**src/rtl/motor_pkg.sv**
```systemverilog
`default_nettype none
// ============================================================================
// Module  : motor_pkg
// Purpose : Shared types and widths for the step-profile scheduler.
//           STEP_W - width of step counts and position
//           PER_W  - width of pulse periods (clk cycles)
//           sched_state_t - scheduler state encoding
// Revision: 1.0 - initial release
// ============================================================================
package motor_pkg;

    localparam int STEP_W = 32;
    localparam int PER_W  = 16;

    typedef enum logic [2:0] {
        IDLE   = 3'd0,
        LOAD   = 3'd1,
        ACCEL  = 3'd2,
        CRUISE = 3'd3,
        DECEL  = 3'd4,
        FINISH = 3'd5
    } sched_state_t;

endpackage
`default_nettype wire

```
**src/rtl/period_ramp.sv**
```systemverilog
`default_nettype none
// ============================================================================
// Module  : period_ramp
// Purpose : Combinational saturating period step for one pulse.
//           up = 1 : next_period = min(period + delta, bound)
//           up = 0 : next_period = max(period - delta, bound), floor at 0
// Ports   : period      - current pulse period
//           delta       - per-pulse change
//           bound       - ceiling (up) or floor (down)
//           up          - ramp direction
//           next_period - period for the following pulse
// Revision: 1.0 - initial release
// ============================================================================
module period_ramp
    import motor_pkg::*;
(
    input  logic [PER_W-1:0] period,
    input  logic [PER_W-1:0] delta,
    input  logic [PER_W-1:0] bound,
    input  logic             up,
    output logic [PER_W-1:0] next_period
);

    // One extra bit so period + delta can never wrap.
    logic [PER_W:0]   sum;
    logic [PER_W-1:0] diff;

    always_comb begin
        sum  = {1'b0, period} + {1'b0, delta};
        diff = (period > delta) ? (period - delta) : '0;
        if (up) begin
            next_period = (sum > {1'b0, bound}) ? bound : sum[PER_W-1:0];
        end else begin
            next_period = (diff < bound) ? bound : diff;
        end
    end

endmodule
`default_nettype wire

```
**src/rtl/step_profile_sched.sv**
```systemverilog
`default_nettype none
// ============================================================================
// Module  : step_profile_sched
// Purpose : Trapezoidal step-pulse scheduler. Accepts a move command, then
//           drives a pulse generator with a ramp-down / cruise / ramp-up
//           period profile, tracks the signed position, and strobes done.
// Ports   : clk, rst_n (async, active-low)
//           cmd_valid/cmd_ready handshake with cmd_steps, cmd_dir,
//           cmd_accel_steps, cmd_period_start, cmd_period_min,
//           cmd_period_delta
//           abort   - finish after the current pulse
//           pos_clr - clear position (wins over a same-cycle step)
//           pg_start/pg_period to the pulse generator, pg_done from it
//           dir_out, busy, done, pos
// Revision: 1.0 - initial release
// ============================================================================
module step_profile_sched
    import motor_pkg::*;
(
    input  logic              clk,
    input  logic              rst_n,
    input  logic              cmd_valid,
    output logic              cmd_ready,
    input  logic [STEP_W-1:0] cmd_steps,
    input  logic              cmd_dir,
    input  logic [PER_W-1:0]  cmd_accel_steps,
    input  logic [PER_W-1:0]  cmd_period_start,
    input  logic [PER_W-1:0]  cmd_period_min,
    input  logic [PER_W-1:0]  cmd_period_delta,
    input  logic              abort,
    input  logic              pos_clr,
    output logic              pg_start,
    output logic [PER_W-1:0]  pg_period,
    input  logic              pg_done,
    output logic              dir_out,
    output logic              busy,
    output logic              done,
    output logic [STEP_W-1:0] pos
);

    localparam int EXT_W = STEP_W - PER_W;

    sched_state_t state, state_nxt;

    logic [STEP_W-1:0] steps_q;
    logic [PER_W-1:0]  accel_q;
    logic [PER_W-1:0]  start_q;
    logic [PER_W-1:0]  min_q;
    logic [PER_W-1:0]  delta_q;

    logic [PER_W-1:0]  pmin_eff;
    logic [PER_W-1:0]  acc_eff;
    logic [STEP_W-1:0] decel_at;
    logic [STEP_W-1:0] cnt;
    logic              abort_q;

    logic              active;
    logic              step_ev;
    logic              last_pulse;
    logic [STEP_W-1:0] cnt_inc;
    logic [STEP_W-1:0] steps_half;
    logic [PER_W-1:0]  acc_calc;
    logic [PER_W-1:0]  pmin_calc;
    logic [STEP_W-1:0] decel_calc;
    logic              ramp_up;
    logic [PER_W-1:0]  ramp_bound;
    logic [PER_W-1:0]  ramp_next;

    period_ramp u_ramp (
        .period      (pg_period),
        .delta       (delta_q),
        .bound       (ramp_bound),
        .up          (ramp_up),
        .next_period (ramp_next)
    );

    always_comb begin
        state_nxt  = state;
        active     = (state == ACCEL) || (state == CRUISE) || (state == DECEL);
        step_ev    = active && pg_done;
        cnt_inc    = cnt + STEP_W'(1);
        // A latched abort ends the move on the pulse that is in flight.
        last_pulse = (cnt_inc == steps_q) || abort_q;

        steps_half = steps_q >> 1;
        acc_calc   = ({{EXT_W{1'b0}}, accel_q} < steps_half) ? accel_q
                                                             : steps_half[PER_W-1:0];
        pmin_calc  = (min_q < start_q) ? min_q : start_q;
        decel_calc = steps_q - {{EXT_W{1'b0}}, acc_calc};

        case (state)
            IDLE: begin
                if (cmd_valid) state_nxt = LOAD;
            end
            LOAD: begin
                if (steps_q == '0)      state_nxt = FINISH;
                else if (acc_calc != '0) state_nxt = ACCEL;
                else                     state_nxt = CRUISE;
            end
            ACCEL: begin
                if (step_ev) begin
                    if (last_pulse)                                  state_nxt = FINISH;
                    else if (cnt_inc == decel_at)                    state_nxt = DECEL;
                    else if (cnt_inc == {{EXT_W{1'b0}}, acc_eff})    state_nxt = CRUISE;
                end
            end
            CRUISE: begin
                if (step_ev) begin
                    if (last_pulse)               state_nxt = FINISH;
                    else if (cnt_inc == decel_at) state_nxt = DECEL;
                end
            end
            DECEL: begin
                if (step_ev && last_pulse) state_nxt = FINISH;
            end
            FINISH: begin
                state_nxt = IDLE;
            end
            default: begin
                state_nxt = IDLE;
            end
        endcase

        // The first decelerating pulse already carries the raised period, so
        // the ramp-up applies on the pulse that enters DECEL as well. This
        // keeps the profile a mirror image of the acceleration ramp.
        ramp_up    = (state_nxt == DECEL);
        ramp_bound = ramp_up ? start_q : pmin_eff;

        cmd_ready  = (state == IDLE);
        busy       = (state != IDLE);
        done       = (state == FINISH);
        pg_start   = active;
    end

    always_ff @(posedge clk or negedge rst_n) begin
        if (!rst_n) begin
            state     <= IDLE;
            steps_q   <= '0;
            accel_q   <= '0;
            start_q   <= '0;
            min_q     <= '0;
            delta_q   <= '0;
            dir_out   <= 1'b0;
            pmin_eff  <= '0;
            acc_eff   <= '0;
            decel_at  <= '0;
            cnt       <= '0;
            abort_q   <= 1'b0;
            pg_period <= '0;
            pos       <= '0;
        end else begin
            state <= state_nxt;

            if ((state == IDLE) && cmd_valid) begin
                steps_q   <= cmd_steps;
                accel_q   <= cmd_accel_steps;
                start_q   <= cmd_period_start;
                min_q     <= cmd_period_min;
                delta_q   <= cmd_period_delta;
                dir_out   <= cmd_dir;
                pg_period <= cmd_period_start;
            end

            if (state == LOAD) begin
                pmin_eff <= pmin_calc;
                acc_eff  <= acc_calc;
                decel_at <= decel_calc;
            end

            if (step_ev) begin
                cnt <= cnt_inc;
                if ((state == ACCEL) || ramp_up) begin
                    pg_period <= ramp_next;
                end
            end

            if (state == FINISH) begin
                cnt     <= '0;
                abort_q <= 1'b0;
            end else if (abort && (state != IDLE)) begin
                abort_q <= 1'b1;
            end

            if (pos_clr) begin
                pos <= '0;
            end else if (step_ev) begin
                pos <= dir_out ? (pos + STEP_W'(1)) : (pos - STEP_W'(1));
            end
        end
    end

endmodule
`default_nettype wire

```
**config.mk**
```make
export PLATFORM = sky130hd
export DESIGN_NAME = step_profile_sched
export DESIGN_NICKNAME = d
export VERILOG_FILES = /design/src/rtl/motor_pkg.sv /design/src/rtl/period_ramp.sv /design/src/rtl/step_profile_sched.sv
export SDC_FILE = /design/constraint.sdc
export NUM_CORES = 1
export LEC_CHECK = 0
export ABC_AREA = 1
export BUFFER_PORTS_ARGS = -buffer_cell sky130_fd_sc_hd__buf_2
export CAP_MARGIN = 15
export CORE_UTILIZATION = 30
export DETAILED_ROUTE_END_ITERATION = 8
export PLACE_DENSITY_LB_ADDON = 0.3
export SLEW_MARGIN = 20
export SYNTH_ARGS = -nofsm -noshare
export SYNTH_HDL_FRONTEND = slang
export SYNTH_SLANG_ARGS = --single-unit
```
**constraint.sdc**
```tcl
create_clock -name clk -period 9.7 [get_ports clk]
set_clock_uncertainty 0.2 [all_clocks]
set_input_delay 0 -clock clk [delete_from_list [all_inputs] [get_ports clk]]
set_output_delay 0 -clock clk [all_outputs]
set_load 0.03 [all_outputs]
```
==> results.toml <==
[timing]
setup_tns_ns = 0
fin_crit_sh_pct = 76.4
setup_ws_ns = 2.29
setup_viol = 0
worst_slew_pin_slew_ns = 1.08
period_minus_slack_ns = 7.41
max_freq_ghz = 0.135
relSlewSlack_pct = 27.7
slew_viol_final = 0
finalHoldViolations = 0
rsz0062_at_grt = "false"

[floorplan]
std_cell_rows = 91
die_h_um = 251
start_util_pct = 30.3
die_width_um = 251
die_area_um2 = 63100
io_pins = 156
core_um2 = 61600

[place]
place_area_um2 = 20300
dp_slack_ns = 2.38
dp_hpwl_um = 48800
port_buffers = 155
gp_congestion = 0.964

[route]
drc = 0
routedWlPerCell_um = 16.8
vias_per_cell = 4.89
ant_nets = 0
drtIter0Drc = 1255
via_count = 19200
first_pass_iters = 5
finalWirelength_um = 65900

[logic_synthesis]
syn_nets = 2999
syn-cell-area_um2 = 18600
ys_ff_latch = 245
synth_ff_type = "dfrtp_1"
ys_async_sr_fraction_pct = 100
syn_avg_cell_area_um2 = 6.77
synth_common_cells = "841 x nand2_1, 309 x inv_1, 245 x dfrtp_1"
synth_edf_count = 0
synth_top_area_cell = "dfrtp_1"
synth_warnings = 0
synthDominantCellAreaShare_pct = 32.9
yosysMostFrequentCell = "nand2_1"
synthCells = 2752
synthTopCellsByArea = "dfrtp_1 33%, nand2_1 17%, ha_1 9.4%"
ys_seq_area_share_pct = 32.9
ys_types = 53

[worst_setup_path]
cp_max_fo = 61
crit_path_end_kind = "register"
arrival_ns = 7.73
crit_type = "reg -> reg"
r2r-start = "steps_q[15]$_DFFE_PN0P_"
crit_required_ns = 10.02
worst-r2r-cell-count = 27
crit_start = "steps_q[15]$_DFFE_PN0P_"
cp-start-kind = "register"

[hold_path]
whs_path_depth = 4
hold_path_class = "in -> reg"
hold_start = "cmd_steps[4]"

[power]
powerDensity_nw_per_um2 = 421
ir_drop_mv = 0.257
leakagePower_nw = 11.9

[clock_tree]
cts.root.buffer_cell = "clkbuf_16"
clkLatencyLatePin_ns = 0.60
cts_buffers = 31
clkTransAtPathRegs_ns = 0.06
clockBufferDepth = 3
clock_sinks = 245
cts_setup_buffers = 0
htree_levels = 1
cts_tree = "yes"
post_cts_resized = 0

[layout]
fillCellCount = 6562
ff_latch_area_um2 = 6130
layout.nets = 3317
drive_above_1_share_pct = 8.90
diodes = 0
area_delta_synth_final_pct = 24.6
fin_area_um2 = 23200
multiInputGateArea_um2 = 11000

[flow_run]
max_cap_viol_count = 0

[global_routing]
grt_use_total_pct = 20.9
antenna_found_initial = 0
grt.overflow.total = 0
grt_pass1_wl_um = 105000
grt_pass1_vias = 18900
grt_max_degree = 112

[run_status]
outcome = "complete, no violations"
[power by group]
group	total [mW]	switching [mW]	internal (mW)
clock network	1.15	0.489	0.659
registers	1.98	0.483	1.50
logic	6.65	4.35	2.31
[routing by layer]
metal	share of wire, %	routed length, µm	GRT usage [%]	up-vias
met2	47	31200	35.5	540
met5	0	0	0	-
met1	44	29300	27.1	8917
li1	-	-	-	9635
met4	3.8	2480	8.10	0
met3	4.6	3010	1.99	122
[layout make-up]
type | count | share of cell area, %
Clock buffer | 43 | 3.84
Clock inverter | 10 | 0.356
Inverter | 316 | 5.12
Multi-Input combinational cell | 2111 | 47.4
Sequential cell | 245 | 26.4
Tap cell | 837 | 4.51
Timing Repair Buffer | 365 | 12.4
[cells in the final DEF, fill, tap and decap left out, drive strengths merged, types with 6 or more instances in the layout]
cell         instances
ha                 140
inv                313
nand4               25
xor2                46
a21oi              167
clkbuf              43
o21bai              10
nor2               249
o31ai                8
nand3b               9
nor3                25
o22ai               24
dfrtp              245
nand2              864
nand3              229
xnor2               14
buf                170
nor4                 8
o21ai              239
clkinv              12
a211oi               6
dlygate4sd3        195
o211ai               9
[registers in the layout (all words and copies together), names as in the netlist]
signal and count:
delta_q 16, pos 32, acc_eff 16, start_q 16, pmin_eff 16, steps_q 32, pg_period 16, dir_out 1
cnt 32, decel_at 32, min_q 16, abort_q 1, state 3, accel_q 16
[critical path, stage by stage, from the launching register on]
cell and delay [ns]:
dfrtp_1 0.48, inv_1 0.16, ha_1 0.35, a21oi_1 0.15, o21ai_0 0.09, nor2_1 0.11, nand2_1 0.08, nand2_1 0.35
nand2_2 0.31, o21ai_0 0.58, nor2_1 0.09, nand2_1 0.09, nor2_1 0.05, nand3_1 0.15, nand3_4 0.51, o21ai_0 0.65
ha_1 0.36, a21oi_1 0.14, nor2_1 0.05, a211oi_1 0.18, nor2_1 0.07, a2111oi_0 0.38, o211ai_1 0.15, nand2_1 0.58
inv_1 0.48, a21oi_1 0.24, a21oi_1 0.10, a21oi_1 0.18
[path summary, 6_finish.rpt]
kind | end | slack, ns
setup / recovery | pg_period[15]$_DFF_PN0_ | 2.29
hold / removal | steps_q[4]$_DFFE_PN0P_ | 0.02
setup reg to reg | pg_period[15]$_DFF_PN0_ | 2.29
hold reg to reg | decel_at[3]$_DFFE_PN0N_ | 0.31
max in group asynchronous | steps_q[28]$_DFFE_PN0P_ | 8.06
min in group asynchronous | pos[11]$_DFFE_PN0P_ | 0.38
[cell families (layout without fill, tap and decap cells)]
logic type | after synthesis | count (layout) | synth area share [%]
AOI/OAI and AO/OA | 485 | 485 | 14.0
xor gates and xnor gates | 61 | 61 | 2.94
adders and majority gates | 144 | 144 | 9.83
buffers and inverters | 396 | 734 | 8.11
DFF | 245 | 245 | 32.9
and+or+nand+nor | 1421 | 1421 | 32.2
[metrics by stage]
step	util [%]	power, mW	hold WS (ns)	instances
6_report	37.7	9.79	0.0244	3927
3_5_place_dp	32.9	8.42	-0.0318	3678
3_3_place_gp	32.9	8.44	-0.0190	3678
5_1_grt	37.7	10.8	0.0308	3927
4_1_cts	37.7	9.78	0.00340	3927
2_1_floorplan	-	6.66	-0.496	2752
[timing repair]
| action | CTS | global route |
|---|---|---|
| hold endpoints to repair | 256 | 0 |
| setup endpoints to repair | 0 | 0 |
| hold buffers | 196 | 0 |
Power figures use the tool's default switching activity.
